## src/rtl/i2c_bus_frontend_pkg.sv

```systemverilog
// ============================================================================
// Module      : i2c_pkg
// Description : Shared event indices and the packed status type for the
//               I2C bus front end.
// Revision    : 1.0 - initial release
// ============================================================================
`default_nettype none

package i2c_pkg;

    // Bit positions of the per-bus events inside a status nibble
    localparam int EV_START = 0;
    localparam int EV_STOP  = 1;
    localparam int EV_ARB   = 2;
    localparam int EV_TO    = 3;
    localparam int EV_W     = 4;

    // Sticky per-bus status, MSB first: {timeout, arb_lost, stop, start}
    typedef struct packed {
        logic timeout;
        logic arb_lost;
        logic stop;
        logic start;
    } i2c_status_t;

endpackage

`default_nettype wire

```

## src/rtl/i2c_bus_frontend_line_filter.sv

```systemverilog
// ============================================================================
// Module      : i2c_line_filter
// Description : Two-flop synchroniser followed by a stability filter. The
//               filtered output follows the synchronised line only after it
//               has held one value for FILTER_LEN consecutive cycles.
// Revision    : 1.0 - initial release
// ============================================================================
`default_nettype none

module i2c_line_filter #(
    parameter int FILTER_LEN = 4
) (
    input  logic CLK,
    input  logic nRST,
    input  logic line_i,
    output logic filt_o
);

    localparam int              c_CW  = $clog2(FILTER_LEN + 1);
    localparam logic [c_CW-1:0] c_LEN = c_CW'(FILTER_LEN);

    logic            sync1_q;
    logic            sync2_q;
    logic            last_q;
    logic            filt_q;
    logic [c_CW-1:0] cnt_q;
    logic [c_CW-1:0] cnt_d;

    // Stability run length: restarts at 1 on any change, saturates at FILTER_LEN
    always_comb begin
        cnt_d = cnt_q;
        if (sync2_q != last_q) begin
            cnt_d = c_CW'(1);
        end else if (cnt_q < c_LEN) begin
            cnt_d = cnt_q + 1'b1;
        end
    end

    // Synchroniser, previous-sample register, run counter and filtered level
    always_ff @(posedge CLK or negedge nRST) begin
        if (!nRST) begin
            sync1_q <= 1'b1;
            sync2_q <= 1'b1;
            last_q  <= 1'b1;
            filt_q  <= 1'b1;
            cnt_q   <= '0;
        end else begin
            sync1_q <= line_i;
            sync2_q <= sync1_q;
            last_q  <= sync2_q;
            cnt_q   <= cnt_d;
            if (cnt_d == c_LEN) begin
                filt_q <= sync2_q;
            end
        end
    end

    assign filt_o = filt_q;

endmodule

`default_nettype wire

```

## src/rtl/i2c_bus_frontend.sv

```systemverilog
// ============================================================================
// Module      : i2c_bus_frontend
// Description : Multi-bus I2C physical front end. Per bus it filters SDA/SCL,
//               detects START/STOP, tracks busy, flags arbitration loss and
//               SCL-low timeout, registers the open-drain drives and keeps
//               sticky status feeding one maskable interrupt.
// Revision    : 1.0 - initial release
// ============================================================================
`default_nettype none

module i2c_bus_frontend #(
    parameter int NUM_BUSES      = 1,
    parameter int FILTER_LEN     = 4,
    parameter int TIMEOUT_CYCLES = 65536,
    parameter int TO_W           = 17
) (
    input  logic                   CLK,
    input  logic                   nRST,
    input  logic [NUM_BUSES-1:0]   SDA,
    input  logic [NUM_BUSES-1:0]   SCL,
    input  logic [NUM_BUSES-1:0]   sda_drive,
    input  logic [NUM_BUSES-1:0]   scl_drive,
    output logic [NUM_BUSES-1:0]   SDA_out,
    output logic [NUM_BUSES-1:0]   SCL_out,
    output logic [NUM_BUSES-1:0]   sda_filt,
    output logic [NUM_BUSES-1:0]   scl_filt,
    output logic [NUM_BUSES-1:0]   scl_rise,
    output logic [NUM_BUSES-1:0]   scl_fall,
    output logic [NUM_BUSES-1:0]   bus_busy,
    output logic [4*NUM_BUSES-1:0] status,
    input  logic [4*NUM_BUSES-1:0] status_clr,
    input  logic [4*NUM_BUSES-1:0] irq_en,
    output logic                   interrupt
);

    import i2c_pkg::*;

    // Timeout counter width; kept at least one bit when timeout is disabled
    localparam int c_CW = (TO_W < 1) ? 1 : TO_W;

    logic irq_q;

    genvar b;
    generate
        for (b = 0; b < NUM_BUSES; b++) begin : g_bus

            logic              sda_prev_q;
            logic              scl_prev_q;
            logic              busy_q;
            logic              busy_d;
            logic              sda_out_q;
            logic              scl_out_q;
            logic              rise;
            logic              fall;
            logic              start_ev;
            logic              stop_ev;
            logic              arb_ev;
            logic              to_hit;
            logic [EV_W-1:0]   w_ev;
            i2c_status_t       st_q;
            i2c_status_t       st_d;

            i2c_line_filter #(.FILTER_LEN(FILTER_LEN)) u_sda_filter (
                .CLK    (CLK),
                .nRST   (nRST),
                .line_i (SDA[b]),
                .filt_o (sda_filt[b])
            );

            i2c_line_filter #(.FILTER_LEN(FILTER_LEN)) u_scl_filter (
                .CLK    (CLK),
                .nRST   (nRST),
                .line_i (SCL[b]),
                .filt_o (scl_filt[b])
            );

            if (TIMEOUT_CYCLES > 0) begin : g_to
                localparam logic [c_CW-1:0] c_LAST = c_CW'(TIMEOUT_CYCLES - 1);
                logic [c_CW-1:0] to_cnt_q;
                logic [c_CW-1:0] to_cnt_d;

                // Count busy cycles with SCL low; the last one fires and rearms
                always_comb begin
                    to_cnt_d = '0;
                    to_hit   = 1'b0;
                    if (busy_q && !scl_filt[b]) begin
                        if (to_cnt_q >= c_LAST) begin
                            to_hit = 1'b1;
                        end else begin
                            to_cnt_d = to_cnt_q + 1'b1;
                        end
                    end
                end

                // SCL-low run counter
                always_ff @(posedge CLK or negedge nRST) begin
                    if (!nRST) begin
                        to_cnt_q <= '0;
                    end else begin
                        to_cnt_q <= to_cnt_d;
                    end
                end
            end else begin : g_no_to
                assign to_hit = 1'b0;
            end

            // Bus conditions from the current and previous filtered levels
            always_comb begin
                rise     = !scl_prev_q &&  scl_filt[b];
                fall     =  scl_prev_q && !scl_filt[b];
                start_ev =  sda_prev_q && !sda_filt[b] && scl_prev_q && scl_filt[b];
                stop_ev  = !sda_prev_q &&  sda_filt[b] && scl_prev_q && scl_filt[b];
                arb_ev   =  rise && busy_q && sda_drive[b] && !sda_filt[b];
                w_ev           = '0;
                w_ev[EV_START] = start_ev;
                w_ev[EV_STOP]  = stop_ev;
                w_ev[EV_ARB]   = arb_ev;
                w_ev[EV_TO]    = to_hit;
            end

            // Next busy flag and sticky status; a new START and a new event beat clears
            always_comb begin
                busy_d = busy_q;
                if (start_ev) begin
                    busy_d = 1'b1;
                end else if (stop_ev || to_hit) begin
                    busy_d = 1'b0;
                end
                st_d = i2c_status_t'(w_ev | (st_q & ~status_clr[EV_W*b +: EV_W]));
            end

            // Per-bus state; SDA stays released while arbitration loss is pending
            always_ff @(posedge CLK or negedge nRST) begin
                if (!nRST) begin
                    sda_prev_q <= 1'b1;
                    scl_prev_q <= 1'b1;
                    busy_q     <= 1'b0;
                    st_q       <= '0;
                    sda_out_q  <= 1'b1;
                    scl_out_q  <= 1'b1;
                end else begin
                    sda_prev_q <= sda_filt[b];
                    scl_prev_q <= scl_filt[b];
                    busy_q     <= busy_d;
                    st_q       <= st_d;
                    sda_out_q  <= sda_drive[b] | st_d.arb_lost;
                    scl_out_q  <= scl_drive[b];
                end
            end

            assign scl_rise[b]                = rise;
            assign scl_fall[b]                = fall;
            assign bus_busy[b]                = busy_q;
            assign SDA_out[b]                 = sda_out_q;
            assign SCL_out[b]                 = scl_out_q;
            assign status[EV_W*b +: EV_W]     = st_q;
        end
    endgenerate

    // Interrupt follows the registered status by one cycle
    always_ff @(posedge CLK or negedge nRST) begin
        if (!nRST) begin
            irq_q <= 1'b0;
        end else begin
            irq_q <= |(status & irq_en);
        end
    end

    assign interrupt = irq_q;

endmodule

`default_nettype wire
```

## config.mk

```make
export PLATFORM = sky130hd
export DESIGN_NAME = i2c_bus_frontend
export DESIGN_NICKNAME = d
export VERILOG_FILES = /design/src/rtl/i2c_bus_frontend_pkg.sv /design/src/rtl/i2c_bus_frontend_line_filter.sv /design/src/rtl/i2c_bus_frontend.sv
export SDC_FILE = /design/constraint.sdc
export NUM_CORES = 1
export LEC_CHECK = 0
export BUFFER_PORTS_ARGS = -buffer_cell sky130_fd_sc_hd__buf_4
export CAP_MARGIN = 5
export CORE_MARGIN = 2
export CORE_UTILIZATION = 55
export DETAILED_ROUTE_END_ITERATION = 6
export PLACE_DENSITY_LB_ADDON = 0.1
export RECOVER_POWER = 25
export SYNTH_ARGS = -nofsm -noshare
export SYNTH_HDL_FRONTEND = slang
export SYNTH_SLANG_ARGS = --single-unit
```

## constraint.sdc

```tcl
create_clock -name CLK -period 2.42 [get_ports CLK]
set_input_delay 0.242 -clock CLK [delete_from_list [all_inputs] [get_ports CLK]]
set_output_delay 0.242 -clock CLK [all_outputs]
set_load 0.1 [all_outputs]
```

==> flow_summary_export.csv, run 1 <==
group,metric,value,unit
clock_tree,cts_hold_buf,4,
floorplan,die_y,61.1,µm
clock_tree,clk_pin_slew_worst_paths,0.12,ns
timing,setup_viol,0,
layout,nets,219,
layout,area_growth,18.5,%
floorplan,die_area,0.00373,mm²
timing,hold_viol,0,
clock_tree,cts_sinks,41,
timing,rsz0062_at_grt,"false",
flow_run,maxCapViolCount,0,
critical_path,worstPathArrival,2.57,ns
place,place_ws,0.172,ns
timing,fin_crit_sh,94.0,%
yosys,synth_top_area_share,40.5,%
timing,max_freq,440,MHz
yosys,syn_nets,184,
yosys,synth_area,0.00179,mm²
layout,final_cells,246,
critical_path,cpMostUsedCell,"nand2_1",
critical_path,worst-path-max-fanout,5,
route,vias,1280,
route,drc,0,
grt,gr-usage-met1,23.2,%
critical_path,worst_setup_path_start_kind,"flop",
grt,antenna_found_initial,0,
place,post-place-cells,234,
timing,min_period,2.27,ns
grt,top_usage_layer,"met2",
clock_tree,clock_latency,0.36,ns
route,viasPerCell,5.20,
route,antenna_left,0,
critical_path,worstPathCellList,"ha_1, nand2_1, nor2_1, nand2_1, nor2_1, ha_1, or3_1, or4_1, nand2_1",
grt,grt_pass1_wl,5350,µm
run_status,status,"finished clean",
clock_tree,cts_resized,0,
yosys,synth-seq-cells,41,
timing,skew,0.00884,ns
pwr,ir_worst_vdd,0.567,mV
yosys,post-synth-top-count-cell,"dfrtp_1",
grt,overflow,0,
yosys,seq_area_frac_synth,58.1,%
grt,grt_pass1_vias,1283,
clock_tree,cts_buffers,5,
grt,grt.met2_usage,34.5,%
clock_tree,htreeDepth,2,
layout,diodes,0,
yosys,postSynthCellCount,166,
yosys,synth_warnings,0,
clock_tree,postCtsSetupBuffers,0,
clock_tree,root_buffer,"clkbuf_4",
critical_path,crit_family,"simple AND/OR/NAND/NOR gates",
layout,multiInputGateArea,704,µm²
critical_path,critPathKind,"reg2reg",
critical_path,cp_data_required_time,2.72,ns
floorplan,fp.coreArea,0.00308,mm²
yosys,synthFlopType,"dfrtp_1",
yosys,synthTopCellsByCount,"29 x dfrtp_1, 25 x nor2_1, 12 x dfstp_2, 10 x nand2_1, 10 x xnor2_1",
critical_path,crit_path_end_kind,"flop",
grt,met3_usage,4.41,%
floorplan,start_util,58.2,%
timing,worst_pin_slew,0.956,ns
timing,drv_slew,0,
floorplan,io_pins,26,
place,hpwlAfterDp,2290,µm
layout,fillerInstances,255,
place,gp_congestion,0.871,
yosys,async_flop_share,100,%
min_path,hp-class,"in2reg",
floorplan,row_count,20,
yosys,yosysTopAreaCell,"dfrtp_1",
clock_tree,cts_tree,"yes",
route,drt_iter0_markers,55,
floorplan,die_x,61.1,µm
critical_path,crit_slowest_cell,"or4_1",
place,portBuffers,25,
yosys,synth_edf_count,0,
grt,grt_max_degree,42,
critical_path,critical_path.max_stage_delay,0.47,ns
route,detail_route.wl_per_cell,13.3,µm
pwr,leakage,0.000890,µW
yosys,synth.distinct_cells,33,
timing,setup_ws,0.145,ns
yosys,yosys-top-cells-area,"dfrtp_1 41%, dfstp_2 18%, nor2_1 5.2%, xnor2_1 4.9%, xor2_1 2.9%",
layout,drive_gt1_share,22.3,%
route,drtPass1Iterations,4,
pwr,power_density,962,mW/mm²
timing,finalSetupTns,0,ns
grt,track_usage,20.0,%
yosys,synth.avg_cell_area,10.8,µm²
clock_tree,clockBufferDepth,2,
route,wirelength,3270,µm
critical_path,crit_buf_inv,0,
timing,relSlewSlack,36.3,%
layout,seqCellArea,0.00104,mm²
routing by layer:
metal / vias up / wire length, µm
li1: 628 / -
met1: 605 / 1480
met2: 41 / 1560
met3: 6 / 178
met4: 0 / 58
met5: - / 0
layout make-up:
| type | instances | area share (%) |
|---|---|---|
| clock buffers | 6 | 1.94 |
| clock inverters | 2 | 0.707 |
| inverters | 9 | 1.59 |
| multi-input cells | 114 | 33.2 |
| flip-flops and latches | 41 | 49.0 |
| well taps | 44 | 2.59 |
| repair buffers | 30 | 11.0 |
worst reg2reg max path, cell delays in order (launching register included):
cell and delay, ns:
dfrtp_1 0.44, ha_1 0.26, nand2_1 0.16, nor2_1 0.09, nand2_1 0.07, nor2_1 0.04, ha_1 0.21, or3_1 0.40
or4_1 0.47, nand2_1 0.07
per-stage QoR:
stage	util, %	hold slack [ns]	power [µW]	instance area, µm²
4_1_cts	69.1	0.0389	2070	2130
3_3_place_gp	65.9	0.237	1690	2030
2_1_floorplan	-	-0.0536	1540	1790
6_report	69.0	0.0541	2040	2120
3_5_place_dp	65.9	0.241	1730	2030
5_1_grt	69.0	0.0235	2160	2120
where the power goes:
part | internal, µW | total, µW | switching [µW]
Combinational | 209 | 774 | 565
Sequential | 811 | 933 | 122
Clock | 113 | 335 | 222
Total | 1130 | 2040 | 908
sequential cells by signal, summed over array words and instances (netlist names), 3 cells and up:
name,cells
g_bus.u_scl_filter.cnt_q,3
g_bus.u_sda_filter.cnt_q,3
g_bus.g_to.to_cnt_q,17
status,4
kinds of logic (layout without fill, tap and decap cells):
| logic type | count (synthesis) | in the layout | share of synthesized area [%] |
|---|---|---|---|
| simple gates | 73 | 73 | 20.7 |
| flops | 41 | 41 | 58.1 |
| compound gates | 19 | 19 | 6.70 |
| xor+xnor | 16 | 16 | 7.82 |
| buf+inv | 11 | 47 | 2.72 |
| fa+ha+maj | 4 | 4 | 2.79 |
| mux | 2 | 2 | 1.12 |
worst paths after layout:
path                       slack (ns)                          start                              to  cells after the start
max in group asynchronous        1.27                           nRST       g_bus[0].g_to.to_cnt_q[5]                      2
hold / removal                   0.05                  status_clr[1]                       status[1]                      2
setup / recovery                 0.15      g_bus[0].g_to.to_cnt_q[0]      g_bus[0].g_to.to_cnt_q[15]                      9
hold reg to reg                  0.36  g_bus[0].u_scl_filter.sync1_q   g_bus[0].u_scl_filter.sync2_q                      0
setup reg to reg                 0.15      g_bus[0].g_to.to_cnt_q[0]      g_bus[0].g_to.to_cnt_q[15]                      9
min in group asynchronous        0.55                           nRST  g_bus[0].u_scl_filter.cnt_q[1]                      2
placed cells by master (no fill, tap or decap), types with 5 or more instances in the layout:
master and n:
dfrtp_1 29, nor2_1 25, buf_4 22, nand2_1 10, xnor2_1 10, inv_1 9, dfstp_2 8, clkbuf_4 8
nand3_1 7, o21ai_0 7, xor2_1 6, nand2b_1 5
Note: power is estimated with default switching activity, not from simulation.
==> run 2, diff against run 1 <==
- REMOVE_ABC_BUFFERS: not set -> 1
==> flow_summary_export.csv, run 2 (synthesis results as in run 1) <==
group,metric,value,unit
place,place_ws,0.236,ns
timing,rsz0062_at_grt,"false",
grt,overflow,0,
timing,drv_slew,0,
place,gp_congestion,0.914,
timing,worst_pin_slew,0.967,ns
layout,layout_commonest_cell,"dfrtp_1",
pwr,ir_worst_vdd,0.842,mV
critical_path,critPathKind,"reg2reg",
pwr,leakage,0.000912,µW
critical_path,worst-path-max-fanout,5,
route,vias,1258,
layout,multiInputGateArea,702,µm²
run_status,status,"finished clean",
layout,fin_area,0.00215,mm²
clock_tree,clk_pin_slew_worst_paths,0.12,ns
clock_tree,cts_resized,0,
timing,min_period,2.21,ns
timing,skew,0.00939,ns
timing,fin_crit_sh,91.4,%
timing,max_freq,452,MHz
critical_path,worst_setup_path_start_kind,"flop",
grt,grt_max_degree,42,
layout,largest-register,"g_bus.g_to.to_cnt_q",
floorplan,io_pins,26,
grt,grt_pass1_wl,4990,µm
critical_path,cp_data_required_time,2.72,ns
clock_tree,root_buffer,"clkbuf_4",
layout,nets,220,
route,detail_route.wl_per_cell,12.3,µm
min_path,hp-class,"in2reg",
floorplan,die_area,0.00373,mm²
timing,relSlewSlack,35.5,%
timing,setup_viol,0,
place,hpwlAfterDp,2210,µm
floorplan,start_util,58.2,%
layout,layout_common_cells,"29 x dfrtp_1, 25 x nor2_1, 23 x buf_4",
route,wirelength,3050,µm
critical_path,worstPathArrival,2.51,ns
clock_tree,cts_sinks,41,
route,drt_iter0_markers,52,
floorplan,die_x,61.1,µm
layout,area_growth,19.9,%
timing,whs,0.0572,ns
layout,fillerInstances,252,
clock_tree,htreeDepth,2,
route,viasPerCell,5.09,
clock_tree,cts_tree,"yes",
grt,track_usage,19.1,%
layout,diodes,0,
place,placed_cell_area,0.00203,mm²
layout,seqCellArea,0.00104,mm²
flow_run,maxCapViolCount,0,
pwr,power_density,992,mW/mm²
critical_path,crit_path_end_kind,"flop",
floorplan,fp.coreArea,0.00308,mm²
grt,antenna_found_initial,0,
clock_tree,clock_latency,0.35,ns
clock_tree,clockBufferDepth,2,
floorplan,row_count,20,
route,drtPass1Iterations,4,
route,drc,0,
place,portBuffers,25,
route,antenna_left,0,
layout,drive_gt1_share,22.2,%
timing,setup_ws,0.208,ns
clock_tree,cts_buffers,5,
floorplan,die_y,61.1,µm
timing,hold_viol,0,
layout,largest_register_ffs,17,
grt,grt_pass1_vias,1206,
[run 2: changes by cell type in the layout (fill, tap and decap cells not counted), sizes merged]
cell	change
clkinv	+1
bufinv	+1
buf	+1
clkinvlp	-2
[run 2: what timing repair did]
| item | CTS | global route |
|---|---|---|
| hold buffers | 4 | 0 |
| buffers inserted | 0 | 0 |
| endpoints found under the hold margin | 32 | 0 |
[run 2: area by class of cell]
| cell class | instances | share of cell area, % |
|---|---|---|
| clock buffers | 6 | 1.92 |
| well taps | 44 | 2.56 |
| inverters | 9 | 1.57 |
| flip-flops and latches | 41 | 48.5 |
| clock inverters | 2 | 1.63 |
| repair buffers | 31 | 11.2 |
| multi-input cells | 114 | 32.7 |
[run 2: worst paths after layout]
check                                            endpoint  slack (ns)                          start  cells after the start
setup / recovery               g_bus[0].g_to.to_cnt_q[15]        0.21      g_bus[0].g_to.to_cnt_q[0]                      9
hold / removal                                  status[1]        0.06                  status_clr[1]                      2
setup reg to reg               g_bus[0].g_to.to_cnt_q[15]        0.21      g_bus[0].g_to.to_cnt_q[0]                      9
hold reg to reg             g_bus[0].u_sda_filter.sync2_q        0.37  g_bus[0].u_sda_filter.sync1_q                      0
max in group asynchronous  g_bus[0].u_sda_filter.cnt_q[0]        1.25                           nRST                      2
min in group asynchronous                       interrupt        0.57                           nRST                      2
[run 2: critical path, stage by stage, from the launching register on]
cell and delay (ns):
dfrtp_1 0.44, ha_1 0.25, nand2_1 0.16, nor2_1 0.09, nand2_1 0.06, nor2_1 0.04
ha_1 0.20, or3_1 0.38, or4_1 0.47, nand2_1 0.07
[run 2: per-stage QoR]
stage | setup TNS (ns) | power (µW) | std cells | util, %
floorplan | -0.508 | 1530 | 164 | -
global placement | 0 | 1690 | 235 | 66.1
detailed placement | 0 | 1720 | 235 | 66.1
CTS | 0 | 2160 | 247 | 69.9
global route | 0 | 2250 | 247 | 69.8
finish | 0 | 2130 | 247 | 69.8
[run 2: metal layers]
layer	routed length, µm	track usage [%]	vias up
met5	0	0	-
met4	65	10.9	0
met3	183	7.35	5
met2	1460	30.2	30
met1	1340	22.2	586
li1	-	-	637
[run 2: where the power goes]
| group | switching (µW) | total [µW] | internal [µW] |
|---|---|---|---|
| Combinational | 557 | 772 | 215 |
| Sequential | 113 | 924 | 811 |
| Clock | 219 | 436 | 217 |
| Total | 889 | 2130 | 1240 |
